$ cat config.mk
export PLATFORM = sky130hd
export DESIGN_NAME = add_accum_unit
export DESIGN_NICKNAME = d
export VERILOG_FILES = /design/src/rtl/add_accum_unit.sv
export SDC_FILE = /design/constraint.sdc
export NUM_CORES = 1
export LEC_CHECK = 0
export BUFFER_PORTS_ARGS = -buffer_cell sky130_fd_sc_hd__buf_2
export CORE_MARGIN = 5
export CORE_UTILIZATION = 39
export CTS_BUF_LIST = sky130_fd_sc_hd__clkbuf_4 sky130_fd_sc_hd__clkbuf_8 sky130_fd_sc_hd__clkbuf_16
export DETAILED_ROUTE_END_ITERATION = 6
export GPL_TIMING_DRIVEN = 0
export PLACE_DENSITY = 0.71
export SLEW_MARGIN = 40
export SYNTH_ARGS = -nofsm -noshare
export SYNTH_HDL_FRONTEND = slang
export SYNTH_SLANG_ARGS = --single-unit
$ cat constraint.sdc
create_clock -name clk -period 2.87 [get_ports clk]
set_clock_uncertainty 0.15 [all_clocks]
set_input_delay 0.287 -clock clk [delete_from_list [all_inputs] [get_ports clk]]
set_output_delay 0.287 -clock clk [all_outputs]
set_load 0.02 [all_outputs]
$ cat src/rtl/add_accum_unit.sv
// rtl/add_accum_unit.sv - handshaked WIDTH-bit add/sub/accumulate unit with registered result; ADD_ACCUM_SAT_EN selects saturating arithmetic
module add_accum_unit #(
    parameter int WIDTH     = 8,
    parameter int CNT_WIDTH = 8
) (
    input  logic                 clk,
    input  logic                 rst_n,
    input  logic                 in_valid,
    output logic                 in_ready,
    input  logic [1:0]           op,
    input  logic [WIDTH-1:0]     a,
    input  logic [WIDTH-1:0]     b,
    output logic                 out_valid,
    input  logic                 out_ready,
    output logic [WIDTH-1:0]     result,
    output logic                 carry,
    output logic                 ovf_sticky,
    output logic [CNT_WIDTH-1:0] count
);

    typedef enum logic [1:0] {
        OP_ADD = 2'b00,
        OP_SUB = 2'b01,
        OP_ACC = 2'b10,
        OP_CLR = 2'b11
    } op_e;

    // Output-valid bit is the whole control state: 0 = EMPTY, 1 = FULL.
    logic                 valid_q,  valid_d;
    logic [WIDTH-1:0]     result_q, result_d;
    logic                 carry_q,  carry_d;
    logic                 sticky_q, sticky_d;
    logic [WIDTH-1:0]     acc_q,    acc_d;
    logic [CNT_WIDTH-1:0] count_q,  count_d;

    logic                 accept;
    logic [WIDTH:0]       add_w;
    logic [WIDTH:0]       sub_w;
    logic [WIDTH:0]       acc_w;
    logic [WIDTH-1:0]     add_res;
    logic [WIDTH-1:0]     sub_res;
    logic [WIDTH-1:0]     acc_res;

    // The output register may be refilled in the same cycle it drains.
    assign in_ready = !valid_q || out_ready;
    assign accept   = in_valid && in_ready;

    // WIDTH+1-bit unsigned arithmetic; the top bit is carry-out or borrow.
    always_comb begin
        add_w = {1'b0, a} + {1'b0, b};
        sub_w = {1'b0, a} - {1'b0, b};
        acc_w = {1'b0, acc_q} + {1'b0, a};
    end

`ifdef ADD_ACCUM_SAT_EN
    // Clamp to the representable range when the carry/borrow bit is set.
    always_comb begin
        add_res = add_w[WIDTH] ? {WIDTH{1'b1}} : add_w[WIDTH-1:0];
        sub_res = sub_w[WIDTH] ? {WIDTH{1'b0}} : sub_w[WIDTH-1:0];
        acc_res = acc_w[WIDTH] ? {WIDTH{1'b1}} : acc_w[WIDTH-1:0];
    end
`else
    // Plain modulo-2^WIDTH wrap-around.
    always_comb begin
        add_res = add_w[WIDTH-1:0];
        sub_res = sub_w[WIDTH-1:0];
        acc_res = acc_w[WIDTH-1:0];
    end
`endif

    // Next-state: load the output stage on accept, otherwise drain or hold.
    always_comb begin
        valid_d  = valid_q;
        result_d = result_q;
        carry_d  = carry_q;
        sticky_d = sticky_q;
        acc_d    = acc_q;
        count_d  = count_q;
        if (accept) begin
            valid_d = 1'b1;
            count_d = count_q + CNT_WIDTH'(1);
            case (op_e'(op))
                OP_ADD: begin
                    result_d = add_res;
                    carry_d  = add_w[WIDTH];
                end
                OP_SUB: begin
                    result_d = sub_res;
                    carry_d  = sub_w[WIDTH];
                end
                OP_ACC: begin
                    result_d = acc_res;
                    carry_d  = acc_w[WIDTH];
                    acc_d    = acc_res;
                end
                default: begin
                    result_d = '0;
                    carry_d  = 1'b0;
                    acc_d    = '0;
                end
            endcase
            if (op_e'(op) == OP_CLR) begin
                sticky_d = 1'b0;
            end else begin
                sticky_d = sticky_q | carry_d;
            end
        end else if (out_ready) begin
            valid_d = 1'b0;
        end
    end

    // State registers with synchronous active-low reset; reset drops any pending result.
    always_ff @(posedge clk) begin
        if (!rst_n) begin
            valid_q  <= 1'b0;
            result_q <= '0;
            carry_q  <= 1'b0;
            sticky_q <= 1'b0;
            acc_q    <= '0;
            count_q  <= '0;
        end else begin
            valid_q  <= valid_d;
            result_q <= result_d;
            carry_q  <= carry_d;
            sticky_q <= sticky_d;
            acc_q    <= acc_d;
            count_q  <= count_d;
        end
    end

    assign out_valid  = valid_q;
    assign result     = result_q;
    assign carry      = carry_q;
    assign ovf_sticky = sticky_q;
    assign count      = count_q;

endmodule
==> results.toml <==
[global_route]
use_met1 = 0.201
met3_usage = 0.0285
grt-busiest-layer = "met2"
grt_pass1_wl_um = 9040
grt_max_degree = 16
grt_overflow = 0
grtUsageTotal = 0.152
antenna_found_initial = 0
grt_use_met2 = 0.248
grt_pass1_vias = 2045

[power_and_ir_drop]
leakagePower_uw = 0.00114
powerDensity_mw_per_mm2 = 359
max-vdd-ir-drop_mv = 0.254
power_uw = 895

[clocking]
cts.sinks = 27
clk_path_buf_depth = 2
ctsHoldBuffers = 0
clk_latency_ps = 270
h-tree-depth = 1
clk_pin_slew_ps = 90
post-cts-setup-buffers = 0
cts_tree = "yes"
cts_buffers = 3
cts_resized = 0
root_buffer = "clkbuf_8"

[finish]
design_area_mm2 = 0.00249
final_common_cell = "buf_2"
area_growth_pct = 15.3
antenna-diode-count = 0
layout_common_cells = "41 x buf_2, 27 x dfxtp_1, 25 x ha_1, 22 x nand2_1, 19 x inv_1"
nNetsFinal = 356
postLayoutCoreUtil = 0.459
drive_gt1_frac = 0.164
n_fill_cell = 542

[yosys]
synth_flop_cell = "dfxtp_1"
synth.distinct_cells = 51
yosys.area.top_type_share = 0.250
synth_seq_cells = 27
yosys.area.top_type = "dfxtp_1"
avgSynthCellArea_um2 = 8.26
syn_nets = 312
synth-edff-count = 0
seq_area_frac_synth = 0.250
netlist_instances = 262
yosysWarnings = 0
syn-cell-area_mm2 = 0.00216
synth.area.top_cells = "dfxtp_1 25%, ha_1 14%, xnor2_1 4.0%"
async_flop_share = 0

[routing]
first_pass_iters = 4
vias = 2011
drc = 0
via_per_inst = 5.33
post_drt_wl_per_cell_um = 13.9
first_iter_violations = 68
ant_nets = 0
routed_wl_um = 5260

[sta]
final-setup-viol-count = 0
period_minus_slack_ps = 2230
hold_viol_final = 0
final_max_slew_viol_count = 0
worstMarginPinSlew_ps = 567
min_period_over_period = 0.776
fmax_ghz = 0.449
setup_tns_ps = 0
slew_headroom = 0.621
rsz0062_at_grt = "no"

[worst_setup_path]
cp_max_fo = 3
cp-end-kind = "flop"
crit_path_start_kind = "primary input"
cp.required_ps = 2940
arrival_ps = 2300
worstSetupPathType = "in2reg"

[floorplan]
die_x_um = 84.5
dieHeight_um = 84.5
rows = 27
coreArea_mm2 = 0.00544
start_util = 0.398
io_pins = 42
die-area_mm2 = 0.00714

[worst_hold_path]
worstHoldPathType = "in2reg"

[placed_design]
place_congestion = 0.823
dp_hpwl_um = 4210
dpl_cell_area_mm2 = 0.00245
port_buffers = 39

[job]
max_cap_viol_count = 0

[status]
status = "completed"
[through the flow]
step	instances	setup WS [ps]	hold slack, ps
floorplan	262	722	276
CTS	377	665	130
finish	377	642	138
global placement	373	393	302
detailed placement	373	373	300
global route	377	526	164
[cells in the mapped netlist (all sizes together) (2+ instances only)]
cell type	count
a21o	3
a211o	2
mux2i	2
dfxtp	27
a211oi	2
a31oi	2
nand4	4
a21boi	7
inv	19
a32o	2
a221oi	2
nor3	6
nor3b	2
ha	25
a22oi	2
o211ai	4
o21a	4
a21oi	14
o21bai	3
o211a	4
xnor2	10
fa	3
buf	2
clkbuf	7
o31ai	2
or3	3
a32oi	2
nor2b	12
nand3b	2
nand2	22
nor2	11
and2	10
nand2b	4
and3	2
o21ai	18
nand3	6
[kinds of logic (layout without fill, tap and decap cells)]
kind of cell    after synthesis  count (layout)  synth area share
buf+inv                      28              71            0.0497
simple gates                 87              87             0.213
mux                           2               2           0.00925
xor+xnor                     11              11            0.0445
flops                        27              27             0.250
fa+ha+maj                    28              28             0.172
compound gates               79              79             0.261
[critical path, stage by stage]
cell and delay (ps):
buf_2 110, inv_1 50, ha_1 160, inv_1 60, fa_1 380, a21oi_1 210
nor2b_1 70, o21a_1 180, or4b_1 470, nand3_1 140, a32o_1 170
[state kept, by name, indices dropped and copies added (netlist names)]
register and flops:
ovf_sticky 1, result 8, acc_q 8, carry 1
count 8, out_valid 1
[final timing paths]
kind	start	endpoint	slack [ps]	depth (start not counted)
max reg2reg	acc_q[0]	result[6]	660	9
min	in_valid	out_valid	140	3
max	a[0]	result[4]	640	11
min reg2reg	result[3]	result[3]	320	1
[power breakdown]
group / total (uW) / internal (uW) / switching (uW)
Clock: 215 / 97.3 / 118
Combinational: 278 / 114 / 164
Sequential: 402 / 392 / 10.4
Total: 895 / 603 / 292
[layout make-up]
| cell class | count | area, um^2 | area share |
|---|---|---|---|
| flip-flops and latches | 27 | 541 | 0.217 |
| well taps | 72 | 90.1 | 0.0361 |
| inverters | 19 | 71.3 | 0.0286 |
| clock buffers | 3 | 41.3 | 0.0165 |
| repair buffers | 39 | 195 | 0.0782 |
| plain buffers | 9 | 36.3 | 0.0145 |
| clock inverters | 1 | 5.00 | 0.00201 |
| multi-input cells | 207 | 1520 | 0.607 |
[layer usage]
layer | wire (um) | part of all wire
met1 | 2450 | 0.47
met2 | 2490 | 0.47
met3 | 230 | 0.044
met4 | 84 | 0.016
met5 | 0 | 0
Power figures use the tool's default switching activity.
